==> config.mk <==
export PLATFORM = sky130hd
export DESIGN_NAME = dcache_axi_responder
export DESIGN_NICKNAME = d
export VERILOG_FILES = /design/src/rtl/dcache_axi_responder.sv
export SDC_FILE = /design/constraint.sdc
export NUM_CORES = 1
export LEC_CHECK = 0
export BUFFER_PORTS_ARGS = -buffer_cell sky130_fd_sc_hd__clkbuf_2
export CAP_MARGIN = 20
export CORE_UTILIZATION = 30
export DETAILED_ROUTE_END_ITERATION = 12
export PLACE_DENSITY = 0.64
export SYNTH_ARGS = -nofsm -noshare
export SYNTH_HDL_FRONTEND = slang
export SYNTH_SLANG_ARGS = --single-unit
==> constraint.sdc <==
create_clock -name clk -period 2.85 [get_ports clk]
set_input_delay 0.285 -clock clk [delete_from_list [all_inputs] [get_ports clk]]
set_output_delay 0.285 -clock clk [all_outputs]
set_load 0.02 [all_outputs]
==> src/rtl/dcache_axi_responder.sv <==
// Data-cache side responder: turns single-word cache requests into
// single-beat AXI3 reads/writes, one transaction outstanding at a time.
// Ports: clk/reset, data_cache_* request/response, AXI AR/R/AW/W/B
// channels, and a sticky bus_err flag for any non-OKAY response.
module dcache_axi_responder #(
  parameter logic [3:0] AXI_ID   = 4'd1,
  parameter bit         ADDR_MAP = 1'b1
) (
  input  logic        clk,
  input  logic        reset,
  input  logic        data_cache_req,
  input  logic [3:0]  data_cache_wen,
  input  logic [31:0] data_cache_addr,
  input  logic [31:0] data_cache_wdata,
  output logic [31:0] data_cache_rdata,
  output logic        data_cache_dok,
  output logic [3:0]  arid,
  output logic [31:0] araddr,
  output logic [3:0]  arlen,
  output logic [2:0]  arsize,
  output logic [1:0]  arburst,
  output logic        arvalid,
  input  logic        arready,
  input  logic [3:0]  rid,
  input  logic [31:0] rdata,
  input  logic [1:0]  rresp,
  input  logic        rlast,
  input  logic        rvalid,
  output logic        rready,
  output logic [3:0]  awid,
  output logic [31:0] awaddr,
  output logic [3:0]  awlen,
  output logic [2:0]  awsize,
  output logic [1:0]  awburst,
  output logic        awvalid,
  input  logic        awready,
  output logic [3:0]  wid,
  output logic [31:0] wdata,
  output logic [3:0]  wstrb,
  output logic        wlast,
  output logic        wvalid,
  input  logic        wready,
  input  logic [3:0]  bid,
  input  logic [1:0]  bresp,
  input  logic        bvalid,
  output logic        bready,
  output logic        bus_err
);

  typedef enum logic [2:0] {
    IDLE,
    AR,
    R,
    AWW,
    B,
    DONE
  } state_t;

  state_t      state;
  state_t      state_nxt;
  logic [31:0] addr_q;
  logic [3:0]  wen_q;
  logic [31:0] wdata_q;
  logic [31:0] rdata_q;
  logic        arvalid_q;
  logic        awvalid_q;
  logic        wvalid_q;
  logic        err_q;
  logic [31:0] mapped_addr;
  logic        aw_done;
  logic        w_done;

  // IDs and low address bits are not needed: one transaction in flight.
  logic unused_ok;
  assign unused_ok = ^{rid, bid, data_cache_addr[1:0]};

  // kseg0/kseg1 fold onto physical space by clearing the top 3 bits.
  always_comb begin
    mapped_addr = {data_cache_addr[31:2], 2'b00};
    if (ADDR_MAP &&
        (data_cache_addr[31:29] == 3'b100 ||
         data_cache_addr[31:29] == 3'b101))
      mapped_addr[31:29] = 3'b000;
  end

  // A channel is done once its valid has dropped or it handshakes now.
  assign aw_done = !awvalid_q || awready;
  assign w_done  = !wvalid_q || wready;

  always_comb begin
    state_nxt = state;
    unique case (state)
      IDLE:
        if (data_cache_req)
          state_nxt = (data_cache_wen != 4'd0) ? AWW : AR;
      AR:
        if (arready) state_nxt = R;
      R:
        if (rvalid && rlast) state_nxt = DONE;
      AWW:
        if (aw_done && w_done) state_nxt = B;
      B:
        if (bvalid) state_nxt = DONE;
      DONE:
        state_nxt = IDLE;
      default:
        state_nxt = IDLE;
    endcase
  end

  always_ff @(posedge clk or posedge reset) begin
    if (reset) state <= IDLE;
    else       state <= state_nxt;
  end

  always_ff @(posedge clk or posedge reset) begin
    if (reset) begin
      addr_q    <= '0;
      wen_q     <= '0;
      wdata_q   <= '0;
      rdata_q   <= '0;
      arvalid_q <= 1'b0;
      awvalid_q <= 1'b0;
      wvalid_q  <= 1'b0;
      err_q     <= 1'b0;
    end else begin
      unique case (state)
        IDLE: begin
          if (data_cache_req) begin
            addr_q  <= mapped_addr;
            wen_q   <= data_cache_wen;
            wdata_q <= data_cache_wdata;
            if (data_cache_wen != 4'd0) begin
              awvalid_q <= 1'b1;
              wvalid_q  <= 1'b1;
            end else begin
              arvalid_q <= 1'b1;
            end
          end
        end
        AR:
          if (arready) arvalid_q <= 1'b0;
        R: begin
          if (rvalid && rlast) begin
            rdata_q <= rdata;
            err_q   <= err_q | (rresp != 2'b00);
          end
        end
        AWW: begin
          if (awvalid_q && awready) awvalid_q <= 1'b0;
          if (wvalid_q && wready)   wvalid_q  <= 1'b0;
        end
        B:
          if (bvalid) err_q <= err_q | (bresp != 2'b00);
        default: ;
      endcase
    end
  end

  assign data_cache_rdata = rdata_q;
  assign data_cache_dok   = (state == DONE);
  assign bus_err          = err_q;

  assign arid    = AXI_ID;
  assign araddr  = addr_q;
  assign arlen   = 4'd0;
  assign arsize  = 3'b010;
  assign arburst = 2'b01;
  assign arvalid = arvalid_q;
  assign rready  = (state == R);

  assign awid    = AXI_ID;
  assign awaddr  = addr_q;
  assign awlen   = 4'd0;
  assign awsize  = 3'b010;
  assign awburst = 2'b01;
  assign awvalid = awvalid_q;

  assign wid     = AXI_ID;
  assign wdata   = wdata_q;
  assign wstrb   = wen_q;
  assign wlast   = wvalid_q;
  assign wvalid  = wvalid_q;

  assign bready  = (state == B);

endmodule

==> results.md <==
* Synth Register Bits at 105
* Share of post-route cells with drive strength above 1 at 44.9%
* Multi-input gate area at 1480 um2
* Post-synthesis sequential area ratio at 57.0%
* Status: completed
* Initial Util at 31.2%
* Clock Skew at 0.00433 ns
* Die area at 15900 um2
* Commonest non-fill, non-tap cell in the layout: clkbuf_2
* Via-per-instance ratio at 4.19
* Commonest cells after routing, fill and taps aside: clkbuf_2, nand2_1, dfrtp_1, conb_1, mux2_2
* Clock Latency Late Sink at 0.34 ns
* Cells along the critical path: or4b_2, buf_4, nand2_1, o21ai_0
* Ranking of synthesized cells by area: dfrtp_1, nand2_1, buf_4, mux2_2, buf_2
* Vias in the first global route at 3433
* Max-Cap Viols at 0
* Pwr dens at 1220 nW/um2
* Largest net degree at the start of global routing at 95
* Seq. cell area at 2630 um2
* Peak supply drop at 0.000453 V
* Critical path's slowest cell: or4b_2
* Crit path launch type: flip-flop
* Core area at 14800 um2
* Iteration count of the initial detailed-routing pass at 4
* I/O pin cnt at 291
* Pins Over Slew Limit at 0
* Synth Instances at 464
* CTS Sinks at 105
* Data required, critical path at 3.05 ns
* Fmax at 460 MHz
* CP Capture Type: flip-flop
* Reg2Reg Depth at 4
* Max_slew headroom at 59.9%
* DR vias at 3616
* Final setup viols at 0
* Post-CTS sizing at 0
* Hpwl dp at 7.80 mm
* WL/cell at 12.6 um
* Synthesis-to-layout area growth at 30.0%
* Yosys warns at 0
* DR iter-0 viols at 142
* Synth top area share at 57.0%
* RSZ-0062 raised after global routing: false
* Ant diodes at 0
* Final WL at 10.8 mm
* Hold depth at 2
* CTS tree: built
* Hold/Removal Path Class: primary input to flip-flop
* Total GRT Usage at 14.1%
* Root Driver: clkbuf_16
* H-tree depth at 3
* Cell variety after synth at 34
* Synthesized area at 4610 um2
* PnR worst setup slack at 0.675 ns
* Synth area leader: dfrtp_1
* CTS Buffer Depth at 2
* Routed Antenna Nets at 0
* Setup total negative slack at 0 ns
* Fin crit share at 76.3%
* Final worst path period need at 2.17 ns
* First-pass GRT wire length at 17.5 mm
* Rows at 44
* Clk slew on worst S/H paths at 0.07 ns
* Crit path depth at 4
* Design Power at 7.29 mW
* Dominant synthesized flop cell: dfrtp_1
* Die Wd at 126 um
* Async S/R FF share, synth at 100%
* Pre-CTS worst setup slack at 0.686 ns
* CP max stage delay at 0.90 ns
* Die height at 126 um
* CP delay by family, top: simple AND/OR/NAND/NOR gates
* Critical path peak fanout at 56
* Min Hold Slack at 0.122 ns
* Final Hold Viols at 0
* Critical path buffers and inverters at 1
* Worst-margin pin slew at 0.601 ns
* Initial antenna violation count at 0
* Port Buffer Count at 246
* Signal arrival time at the worst endpoint at 2.37 ns
* Post-route DRC violation count at 0
* Syn_area_per_cell at 9.93 um2
* Fillers at 1501
* Final global-route overflow total at 0
* NumNets Final at 795
* GPL Wtd Cong at 0.707
* TritonCTS Buffers at 9
* WS Path Type: flip-flop to flip-flop
* EDFF count, synth at 0
* Leakage at 3.43 nW
==> cell type report <==
type,count,share of cell area (%)
timing repair buffer,254,22.0
inverter,6,0.439
multi-input combinational,298,24.7
clock buffer,11,4.05
tap,184,3.84
clock inverter,5,1.07
sequential,105,43.9
==> state kept, by name, summed over array words and instances, names as in the netlist, 3 cells and up <==
register          cells
data_cache_rdata     32
araddr               30
wstrb                 4
wdata                32
state                 3
==> cell families (layout without fill, tap and decap cells) <==
group	count (synthesis)	after routing	share of synthesized area, %
mux	34	34	8.26
other cells	2	34	0.163
flops	105	105	57.0
buf+inv	93	276	13.6
compound gates	15	15	2.34
simple gates	215	215	18.6
==> stage by stage <==
| stage | area [um2] | util (%) | std cells |
|---|---|---|---|
| detailed placement | 5670 | 38.4 | 846 |
| global placement | 5670 | 38.4 | 846 |
| finish | 5990 | 40.6 | 863 |
| CTS | 5990 | 40.6 | 863 |
| global route | 5990 | 40.6 | 863 |
| floorplan | 4730 | - | 496 |
==> per-layer routing <==
metal | global-route usage [%] | share of wire, %
met1 | 16.6 | 42
met4 | 4.04 | 1.3
met2 | 23.8 | 49
met5 | 0 | 0
met3 | 5.52 | 8.1
==> worst register-to-register path, stage by stage, from the launching register on <==
cell and delay (ns):
dfrtp_1 0.48, or4b_2 0.90, buf_4 0.40, nand2_1 0.16
o21ai_0 0.08
==> Yosys cell counts (all sizes together) (2+ instances only) <==
cell type / n
nand3: 2
mux2i: 2
clkbuf: 8
inv: 6
nor2: 5
a21oi: 2
a2bb2oi: 2
o21ai: 3
nand2: 199
dfrtp: 105
conb: 2
mux2: 32
nor3b: 2
buf: 79
==> worst paths after layout <==
kind                                                    end                  start  slack, ns
max reg2reg                          araddr[29]$_DFFE_PP0P_   state[1]$_DFFE_PP0P_       0.68
min                                     awvalid$_DFFE_PP0P_                awready       0.12
max                                  araddr[29]$_DFFE_PP0P_   state[1]$_DFFE_PP0P_       0.68
min reg2reg                           wdata[28]$_DFFE_PP0P_  wdata[28]$_DFFE_PP0P_       0.47
max in group asynchronous              wstrb[3]$_DFFE_PP0P_                  reset       1.64
min in group asynchronous  data_cache_rdata[17]$_DFFE_PP0P_                  reset       0.43
==> report_power, final <==
group / total [mW] / switching, mW / internal [mW]
combinational: 3.36 / 2.20 / 1.16
clock: 1.27 / 0.561 / 0.714
sequential: 2.65 / 0.449 / 2.20
total: 7.29 / 3.21 / 4.08
==> repair_timing <==
action	CTS	global route
setup buffers	0	0
hold buffers	1	0
hold endpoints to repair	11	0
No activity file was read; power rests on OpenSTA's default activity.
